## src/rtl/lcd_rgb_rx_if.sv

```systemverilog
// LCD RGB receiver bus: TFT strobes and pixel in, line-buffer writes and status out.
interface lcd_rgb_rx_if;
    logic        i_HSD;
    logic        i_VSD;
    logic        i_DEN;
    logic [7:0]  i_R;
    logic [7:0]  i_G;
    logic [7:0]  i_B;
    logic        o_WrEn;
    logic [9:0]  o_WrAddr;
    logic [15:0] o_Data;
    logic [9:0]  o_YPx;
    logic        o_LineDone;
    logic        o_FrameDone;
    logic        o_ErrLine;
    logic        o_ErrFrame;
    logic        o_Locked;

    modport master (
        output i_HSD, i_VSD, i_DEN, i_R, i_G, i_B,
        input  o_WrEn, o_WrAddr, o_Data, o_YPx,
        input  o_LineDone, o_FrameDone, o_ErrLine, o_ErrFrame, o_Locked
    );

    modport slave (
        input  i_HSD, i_VSD, i_DEN, i_R, i_G, i_B,
        output o_WrEn, o_WrAddr, o_Data, o_YPx,
        output o_LineDone, o_FrameDone, o_ErrLine, o_ErrFrame, o_Locked
    );
endinterface

```

## src/rtl/lcd_rgb_rx.sv

```systemverilog
// TFT RGB receiver: recovers x/y from VSD/DEN, packs RGB565 line-buffer writes,
// checks line/frame geometry and tracks lock.
module lcd_rgb_rx #(
    parameter int H_ACTIVE      = 800,
    parameter int V_ACTIVE      = 480,
    parameter int LOCK_FRAMES   = 2,
    parameter int FRAME_TIMEOUT = 1048575
) (
    input  logic       i_CLK,
    input  logic       i_Reset,
    lcd_rgb_rx_if.slave bus
);
    localparam int TW = $clog2(FRAME_TIMEOUT + 1);
    localparam int GW = $clog2(LOCK_FRAMES + 1);
    localparam logic [10:0]   H_MAX  = 11'(H_ACTIVE);
    localparam logic [9:0]    V_MAX  = 10'(V_ACTIVE);
    localparam logic [TW-1:0] T_LAST = TW'(FRAME_TIMEOUT - 1);
    localparam logic [GW-1:0] G_MAX  = GW'(LOCK_FRAMES);

    typedef enum logic [1:0] {S_IDLE, S_WAIT, S_ACTIVE} state_e;

    state_e        state_q, state_d;
    logic          vsd_q, den_q;
    logic [10:0]   x_q, x_d;
    logic [9:0]    y_q, y_d;
    logic          ovr_q, ovr_d;
    logic          lerr_q, lerr_d;
    logic          ferr_q, ferr_d;
    logic [TW-1:0] timer_q, timer_d;
    logic [GW-1:0] good_q, good_d;
    logic          wren_q, wren_d;
    logic [9:0]    addr_q, addr_d;
    logic [15:0]   data_q, data_d;
    logic [9:0]    ypx_q, ypx_d;
    logic          ld_q, ld_d;
    logic          fd_q, fd_d;
    logic          el_q, el_d;
    logic          ef_q, ef_d;
    logic          lock_q, lock_d;

    logic        vsd_fall, den_rise, fbad;
    logic [15:0] pix;

    always_comb begin
        vsd_fall = vsd_q & ~bus.i_VSD;
        den_rise = bus.i_DEN & ~den_q;
        pix      = {bus.i_R[7:3], bus.i_G[7:2], bus.i_B[7:3]};
        fbad     = 1'b0;
        state_d  = state_q;
        x_d      = x_q;
        y_d      = y_q;
        ovr_d    = ovr_q;
        lerr_d   = lerr_q;
        ferr_d   = ferr_q;
        timer_d  = timer_q;
        good_d   = good_q;
        wren_d   = 1'b0;
        addr_d   = addr_q;
        data_d   = data_q;
        ld_d     = 1'b0;
        fd_d     = 1'b0;
        el_d     = 1'b0;
        ef_d     = 1'b0;

        if (state_q == S_IDLE) begin
            if (vsd_fall) begin
                state_d = S_WAIT;
                y_d     = '0;
                timer_d = '0;
                ferr_d  = 1'b0;
            end
        end else if (vsd_fall) begin
            // Frame boundary aborts any line in progress without a write.
            fbad    = (y_q != V_MAX) || bus.i_DEN;
            fd_d    = 1'b1;
            ef_d    = fbad;
            if (fbad || ferr_q)
                good_d = '0;
            else if (good_q < G_MAX)
                good_d = good_q + 1'b1;
            state_d = S_WAIT;
            x_d     = '0;
            y_d     = '0;
            ferr_d  = 1'b0;
            timer_d = '0;
        end else if (timer_q == T_LAST) begin
            state_d = S_IDLE;
            good_d  = '0;
            timer_d = '0;
        end else begin
            timer_d = timer_q + 1'b1;
            unique case (state_q)
                S_WAIT: begin
                    if (den_rise) begin
                        state_d = S_ACTIVE;
                        x_d     = 11'd1;
                        lerr_d  = 1'b0;
                        ovr_d   = (y_q >= V_MAX);
                        if (y_q < V_MAX) begin
                            wren_d = 1'b1;
                            addr_d = '0;
                            data_d = pix;
                        end
                    end
                end
                S_ACTIVE: begin
                    if (bus.i_DEN) begin
                        if (x_q >= H_MAX) begin
                            lerr_d = 1'b1;
                        end else if (!ovr_q) begin
                            wren_d = 1'b1;
                            addr_d = x_q[9:0];
                            data_d = pix;
                        end
                        if (x_q < H_MAX)
                            x_d = x_q + 1'b1;
                    end else begin
                        ld_d    = 1'b1;
                        state_d = S_WAIT;
                        if ((x_q != H_MAX) || lerr_q || ovr_q) begin
                            el_d   = 1'b1;
                            good_d = '0;
                            ferr_d = 1'b1;
                        end
                        if (y_q != 10'h3FF)
                            y_d = y_q + 1'b1;
                    end
                end
                default: state_d = S_IDLE;
            endcase
        end

        ypx_d  = wren_d ? y_q : ypx_q;
        lock_d = (good_d >= G_MAX);
    end

    always_ff @(posedge i_CLK) begin
        if (i_Reset) begin
            state_q <= S_IDLE;
            vsd_q   <= 1'b1;
            den_q   <= 1'b0;
            x_q     <= '0;
            y_q     <= '0;
            ovr_q   <= 1'b0;
            lerr_q  <= 1'b0;
            ferr_q  <= 1'b0;
            timer_q <= '0;
            good_q  <= '0;
            wren_q  <= 1'b0;
            addr_q  <= '0;
            data_q  <= '0;
            ypx_q   <= '0;
            ld_q    <= 1'b0;
            fd_q    <= 1'b0;
            el_q    <= 1'b0;
            ef_q    <= 1'b0;
            lock_q  <= 1'b0;
        end else begin
            state_q <= state_d;
            vsd_q   <= bus.i_VSD;
            den_q   <= bus.i_DEN;
            x_q     <= x_d;
            y_q     <= y_d;
            ovr_q   <= ovr_d;
            lerr_q  <= lerr_d;
            ferr_q  <= ferr_d;
            timer_q <= timer_d;
            good_q  <= good_d;
            wren_q  <= wren_d;
            addr_q  <= addr_d;
            data_q  <= data_d;
            ypx_q   <= ypx_d;
            ld_q    <= ld_d;
            fd_q    <= fd_d;
            el_q    <= el_d;
            ef_q    <= ef_d;
            lock_q  <= lock_d;
        end
    end

    assign bus.o_WrEn      = wren_q;
    assign bus.o_WrAddr    = addr_q;
    assign bus.o_Data      = data_q;
    assign bus.o_YPx       = ypx_q;
    assign bus.o_LineDone  = ld_q;
    assign bus.o_FrameDone = fd_q;
    assign bus.o_ErrLine   = el_q;
    assign bus.o_ErrFrame  = ef_q;
    assign bus.o_Locked    = lock_q;
endmodule

```

## src/flat_wrapper.sv

```systemverilog
// flat-port wrapper written by rule: the top's interface ports become plain ports
module lcd_rgb_rx_flat 
#(
    parameter int H_ACTIVE      = 800,
    parameter int V_ACTIVE      = 480,
    parameter int LOCK_FRAMES   = 2,
    parameter int FRAME_TIMEOUT = 1048575
)
  (i_CLK, i_Reset, bus_i_HSD, bus_i_VSD, bus_i_DEN, bus_i_R, bus_i_G, bus_i_B, bus_o_WrEn, bus_o_WrAddr, bus_o_Data, bus_o_YPx, bus_o_LineDone, bus_o_FrameDone, bus_o_ErrLine, bus_o_ErrFrame, bus_o_Locked);
  lcd_rgb_rx_if bus_i ();
  input  logic i_CLK;
  input  logic i_Reset;
  input wire logic [$bits(bus_i.i_HSD)-1:0] bus_i_HSD;
  input wire logic [$bits(bus_i.i_VSD)-1:0] bus_i_VSD;
  input wire logic [$bits(bus_i.i_DEN)-1:0] bus_i_DEN;
  input wire logic [$bits(bus_i.i_R)-1:0] bus_i_R;
  input wire logic [$bits(bus_i.i_G)-1:0] bus_i_G;
  input wire logic [$bits(bus_i.i_B)-1:0] bus_i_B;
  output wire logic [$bits(bus_i.o_WrEn)-1:0] bus_o_WrEn;
  output wire logic [$bits(bus_i.o_WrAddr)-1:0] bus_o_WrAddr;
  output wire logic [$bits(bus_i.o_Data)-1:0] bus_o_Data;
  output wire logic [$bits(bus_i.o_YPx)-1:0] bus_o_YPx;
  output wire logic [$bits(bus_i.o_LineDone)-1:0] bus_o_LineDone;
  output wire logic [$bits(bus_i.o_FrameDone)-1:0] bus_o_FrameDone;
  output wire logic [$bits(bus_i.o_ErrLine)-1:0] bus_o_ErrLine;
  output wire logic [$bits(bus_i.o_ErrFrame)-1:0] bus_o_ErrFrame;
  output wire logic [$bits(bus_i.o_Locked)-1:0] bus_o_Locked;
  assign bus_i.i_HSD = bus_i_HSD;
  assign bus_i.i_VSD = bus_i_VSD;
  assign bus_i.i_DEN = bus_i_DEN;
  assign bus_i.i_R = bus_i_R;
  assign bus_i.i_G = bus_i_G;
  assign bus_i.i_B = bus_i_B;
  assign bus_o_WrEn = bus_i.o_WrEn;
  assign bus_o_WrAddr = bus_i.o_WrAddr;
  assign bus_o_Data = bus_i.o_Data;
  assign bus_o_YPx = bus_i.o_YPx;
  assign bus_o_LineDone = bus_i.o_LineDone;
  assign bus_o_FrameDone = bus_i.o_FrameDone;
  assign bus_o_ErrLine = bus_i.o_ErrLine;
  assign bus_o_ErrFrame = bus_i.o_ErrFrame;
  assign bus_o_Locked = bus_i.o_Locked;
  lcd_rgb_rx #(.H_ACTIVE(H_ACTIVE), .V_ACTIVE(V_ACTIVE), .LOCK_FRAMES(LOCK_FRAMES), .FRAME_TIMEOUT(FRAME_TIMEOUT)) u_core (.i_CLK(i_CLK), .i_Reset(i_Reset), .bus(bus_i));
endmodule
```

## config.mk

```make
export PLATFORM = sky130hd
export DESIGN_NAME = lcd_rgb_rx_flat
export DESIGN_NICKNAME = d
export VERILOG_FILES = /design/src/rtl/lcd_rgb_rx_if.sv /design/src/rtl/lcd_rgb_rx.sv /design/src/flat_wrapper.sv
export SDC_FILE = /design/constraint.sdc
export NUM_CORES = 1
export LEC_CHECK = 0
export ABC_AREA = 1
export BUFFER_PORTS_ARGS = -buffer_cell sky130_fd_sc_hd__buf_2
export CAP_MARGIN = 25
export CORE_UTILIZATION = 45
export DETAILED_ROUTE_END_ITERATION = 12
export PLACE_DENSITY_LB_ADDON = 0.08
export SYNTH_ARGS = -nofsm -noshare
export SYNTH_HDL_FRONTEND = slang
export SYNTH_SLANG_ARGS = --single-unit
```

## constraint.sdc

```tcl
create_clock -name i_CLK -period 2 [get_ports i_CLK]
set_input_delay 0.1 -clock i_CLK [delete_from_list [all_inputs] [get_ports i_CLK]]
set_output_delay 0.1 -clock i_CLK [all_outputs]
set_load 0.01 [all_outputs]
```

## Yosys cells after proc, flatten, opt, wreduce, memory -nomap -nowiden

Cells that the tools add are included.

| operators by class | value |
|---|---|
| $add $sub $neg | 4 |
| order comparisons | 6 |
| equal/unequal tests | 20 |
| multiplexer cells | 67 |
| bitwise operators | 8 |
| reduce and logical (&&, ||, !) cells | 21 |

Operators with widths:

| cell | number |
|---|---|
| 10-bit 2-to-1 mux | 12 |
| 16-bit 2-to-1 mux | 5 |
| 20-bit 2-to-1 mux | 4 |
| 11-bit 2-to-1 mux | 5 |
| 16-bit one-hot mux with 2 select lines | 1 |
| 2-bit 2-to-1 mux | 14 |
| 11-bit one-hot mux with 2 select lines | 1 |
| 1-bit 2-to-1 mux | 21 |
| 20-bit by 1-bit adder with 20-bit output (second input constant) | 1 |
| 20-bit == test (second input constant) | 1 |
| 10-bit one-hot mux with 2 select lines | 1 |
| 5-bit AND reduction | 3 |
| 2-bit by 1-bit inequality test with 1-bit output (second input constant) | 6 |
| 11-bit by 1-bit adder with 11-bit output (second input constant) | 1 |
| 11-bit by 10-bit greater-or-equal comparator with 1-bit output (second input constant) | 1 |
| 11-bit by 10-bit less-than comparator with 1-bit output (second input constant) | 1 |
| 11-bit by 10-bit inequality test with 1-bit output (second input constant) | 1 |
| 10-bit by 1-bit adder with 10-bit output (second input constant) | 1 |
| 10-bit by 9-bit greater-or-equal comparator with 1-bit output (second input constant) | 1 |
| 10-bit by 9-bit less-than comparator with 1-bit output (second input constant) | 1 |
| 10-bit inequality test (second input constant) | 1 |
| 10-bit by 9-bit inequality test with 1-bit output (second input constant) | 1 |
| 9-bit AND reduction | 1 |
| 2-bit nonzero test | 4 |
| other kinds (24) | 37 |

| storage, ports and cells | value |
|---|---|
| register bits | 92 |
| input bits | 29 |
| logic and storage cells | 145 |

## Longest topological paths before layout

| depth | value |
|---|---|
| word-level depth | 10 |
| mapped depth | 14 |
| mapped depth without buffers | 13 |

## Least setup slack after synthesis

No wires, ideal clock.

| timing | value |
|---|---|
| kind | flip-flop to flip-flop |
| start point | register u_core.state_q[0] |
| end point | register u_core.data_q[0], in the netlist u_core.bus.o_Data[0] |
| setup time | 0.062 ns |
| arrival | 1.674 ns |
| required time | 1.938 ns |
| path slack | 0.264 ns |
| stages on the path, launching flop included | 13 |
| buffers on the path | 1 |
| cell sequence | dfxtp_1 inv_1 ha_1 inv_2 nor2_2 clkinv_1 nand4_4 nor2_8 nand2_8 nor2_8 buf_12 nor2_4 nor2_2 |

| on the way | value |
|---|---|
| cells in the longest elaborated chain, start to end | 3 |
| elaborated cells on any way between the ends | 12 |

Ends and longest elaborated chain:

| what | line | source |
|---|---|---|
| start, declared | lcd_rgb_rx.sv:22 | `state_e state_q, state_d;` |
| start signal, assigned | lcd_rgb_rx.sv:159 | `state_q <= state_d;` |
| 2-bit == test, or another cell as far along | lcd_rgb_rx.sv:92 | `unique case (state_q)` |
| 2-bit inequality test (no source line), or another cell as far along | n/a |  |
| 9-bit AND reduction (no source line) | n/a |  |
| end signal, assigned | lcd_rgb_rx.sv:171 | `data_q <= data_d;` |
| end, declared | lcd_rgb_rx.sv:33 | `logic [15:0] data_q, data_d;` |

Parallel ways exist; a longest one is shown, timed or not.
A chain may end at the register's enable or synchronous reset.

## Worst setup path after layout

| timing | value |
|---|---|
| start point | register u_core.timer_q[0] |
| end point | register u_core.data_q[8], in the netlist u_core.bus.o_Data[8] |

| on the way | value |
|---|---|
| cells in the longest elaborated chain, start to end | 3 |

Ends and longest elaborated chain:

| what | line | source |
|---|---|---|
| start, declared | lcd_rgb_rx.sv:29 | `logic [TW-1:0] timer_q, timer_d;` |
| start signal, assigned | lcd_rgb_rx.sv:167 | `timer_q <= timer_d;` |
| 20-bit == test | lcd_rgb_rx.sv:86 | `end else if (timer_q == T_LAST) begin` |
| 1-bit NOT (no source line) | n/a |  |
| 9-bit AND reduction (no source line) | n/a |  |

Every way passes these cells.

==> impl_metrics.env <==
export IMPL_cp_max_fo=10
export IMPL_grt_pass1_vias=4490
export IMPL_grtUsageMet1=0.278
export IMPL_dieArea_sq_um=12300
export IMPL_fmax_mhz=535
export IMPL_drc=0
export IMPL_cts_htree_levels=3
export IMPL_tns_ps=0
export IMPL_worstSetupPathType="reg -> reg"
export IMPL_first_pass_iters=4
export IMPL_ir_drop_uv=710
export IMPL_gr_total_overflow=0
export IMPL_syn_num_nets=805
export IMPL_cts_root_buf="clkbuf_16"
export IMPL_routedWlPerCell_um=12.2
export IMPL_outcome="finished clean"
export IMPL_fin_crit_ps=1870
export IMPL_worst_slew_pin_transition_ps=464
export IMPL_dieHeight_um=111
export IMPL_syn_area_per_cell_sq_um=6.95
export IMPL_whs_ps=79.7
export IMPL_fillers=1138
export IMPL_synthToLayoutAreaGrowth_pct=17.7
export IMPL_antenna_found_initial=0
export IMPL_dieWidth_um=111
export IMPL_multi_input_area_sq_um=2960
export IMPL_p_leak_nw=2.71
export IMPL_drt_iter0_markers=181
export IMPL_fin_skew_ps=8.07
export IMPL_layout_nets=878
export IMPL_period_share=0.935
export IMPL_hp_start="bus_i_DEN"
export IMPL_io_buffer_count=61
export IMPL_cts_buffers=9
export IMPL_ys_seq_area_frac=0.347
export IMPL_drive_gt1_frac=0.230
export IMPL_required_ps=2260
export IMPL_place_congestion=0.896
export IMPL_grt_pass1_wl_um=21100
export IMPL_hold_viol=0
export IMPL_rows=39
export IMPL_grt_setup_unrepaired="no"
export IMPL_cts_tree="yes"
export IMPL_cts_sinks=92
export IMPL_top_usage_layer="met2"
export IMPL_ys_ff_latch=92
export IMPL_power_density_nw_per_um2=1070
export IMPL_clock_path_buffers=2
export IMPL_startpoint="u_core.timer_q[0]"
export IMPL_grt_use_met3=0.0312
export IMPL_place_inst=960
export IMPL_dr_total_vias=4854
export IMPL_maxSlewHeadroom=0.688
export IMPL_synth_edf_count=0
export IMPL_path_clk_slew_ps=70
export IMPL_grt_util_met2=0.337
export IMPL_seqCellArea_sq_um=1840
export IMPL_grt_max_degree=34
export IMPL_ios=71
export IMPL_wl_um=12000
export IMPL_cp_data_arrival_time_ps=2130
export IMPL_final_cells=986
export IMPL_critPathLaunchType="flip-flop"
export IMPL_initial_core_util=0.464
export IMPL_hp_class="in -> reg"
export IMPL_rr_startpoint="u_core.timer_q[0]"
export IMPL_endpoint_kind="flip-flop"
export IMPL_async_flop_share=0
export IMPL_ant_nets=0
export IMPL_syn_area_sq_um=5320
export IMPL_yosysUniqueCellTypes=39
export IMPL_n_antenna_cell=0
export IMPL_drv_cap=0
export IMPL_clock_latency_ps=360
export IMPL_synth_top_flop_cell="dfxtp_1"
export IMPL_core_sq_um=11500
export IMPL_vias_per_cell=4.92
export IMPL_dp_hpwl_um=8550
export IMPL_drv_slew=0
export IMPL_yosys_warnings=0
export IMPL_track_usage=0.208
export IMPL_setup_viol=0
export IMPL_syn_inst=765
-- logic make-up (layout without fill, tap and decap cells) --
kind of cell / count (synthesis) / in the layout / synth area share
DFF: 92 / 92 / 0.347
xor gates and xnor gates: 8 / 8 / 0.0132
AOI/OAI and AO/OA: 75 / 75 / 0.0723
adders and majority gates: 11 / 11 / 0.0259
buffers and inverters: 116 / 194 / 0.0982
and+or+nand+nor: 463 / 463 / 0.444
-- stage by stage --
stage | util | power, mW | setup slack, ps | cell area (sq um)
after floorplan | - | 4.05 | 264 | 5320
after global placement | 0.505 | 4.59 | 154 | 5790
after detailed placement | 0.505 | 4.63 | 106 | 5790
after CTS | 0.536 | 6.65 | 90.8 | 6150
after global routing | 0.546 | 7.16 | 4.41 | 6260
final | 0.546 | 6.72 | 129 | 6260
-- flip-flops by register name (all words and copies together), names as in the netlist, 2 cells and up --
| signal | flops |
|---|---|
| u_core.state_q | 2 |
| u_core.y_q | 10 |
| u_core.bus.o_YPx | 10 |
| u_core.bus.o_WrAddr | 10 |
| u_core.timer_q | 20 |
| u_core.good_q | 2 |
| u_core.bus.o_Data | 16 |
| u_core.x_q | 11 |
-- per-layer routing --
layer  part of all wire  vias to the layer above
li1                   -                     2589
met1               0.49                     2165
met2               0.46                       86
met5                  0                        -
met4              0.015                        0
met3              0.036                       14
-- final cells by class --
cell class	instances	share of cell area
clock buffer	9	0.0360
inverter	85	0.0524
sequential	92	0.294
tap	143	0.0286
timing repair buffer	93	0.0968
clock inverter	7	0.0196
multi-input combinational	557	0.472
-- worst paths after layout --
path,endpoint,slack [ps],cells past startpoint
worst max-delay path,u_core.bus.o_Data[8],130,15
worst min-delay path,u_core.den_q,80,3
worst max register to register,u_core.bus.o_Data[8],130,15
worst min register to register,u_core.bus.o_WrAddr[3],460,2
-- power breakdown --
group          total [mW]  internal [mW]  switching, mW  leakage [nW]
clock network        1.99           1.23          0.763         0.162
registers            2.28           2.08          0.200         0.746
logic                2.45           1.00           1.45          1.80
-- critical path, cell delays in order (launching register included) --
cell	delay [ps]
dfxtp_1	330
inv_1	90
ha_2	200
nand2_1	60
nor2_1	90
nand2_1	90
nor2_4	140
nand2_4	100
nand2_8	110
inv_6	70
nand2_8	70
nor2_8	40
buf_12	140
buf_4	150
nor2_4	80
nor2_2	30
-- synth_stat cells, drive strengths merged (5+ instances only) --
library cell | number | area share
a21oi | 39 | 0.037
ha | 11 | 0.026
nor2 | 160 | 0.17
buf | 18 | 0.028
o21ai | 32 | 0.030
nand2 | 193 | 0.15
nor3 | 9 | 0.0094
nand4 | 39 | 0.049
xor2 | 5 | 0.0082
dfxtp | 92 | 0.35
inv | 83 | 0.060
nand3 | 52 | 0.050
clkbuf | 13 | 0.0092
-- timing repair --
item | CTS | global route
setup buffers | 0 | 9
hold buffers | 1 | 0
resized for setup | 0 | 5
endpoints found under the setup margin | 0 | 22
hold endpoints to repair | 1 | 0
-- cell usage in the layout, fill, tap and decap left out, drive strengths merged --
cell,n
nand3b,3
bufinv,3
a31oi,1
nor2,160
clkinvlp,3
clkbuf,9
dfxtp,92
nand4,39
xnor2,3
xor2,5
nor3,9
a21oi,39
inv,83
clkinv,3
a22oi,1
o21bai,2
nor4,3
nor3b,1
nand2,193
nand3,52
ha,11
o21ai,32
or2,3
dlygate4sd3,1
buf,92
No activity file was read; power rests on OpenSTA's default activity.
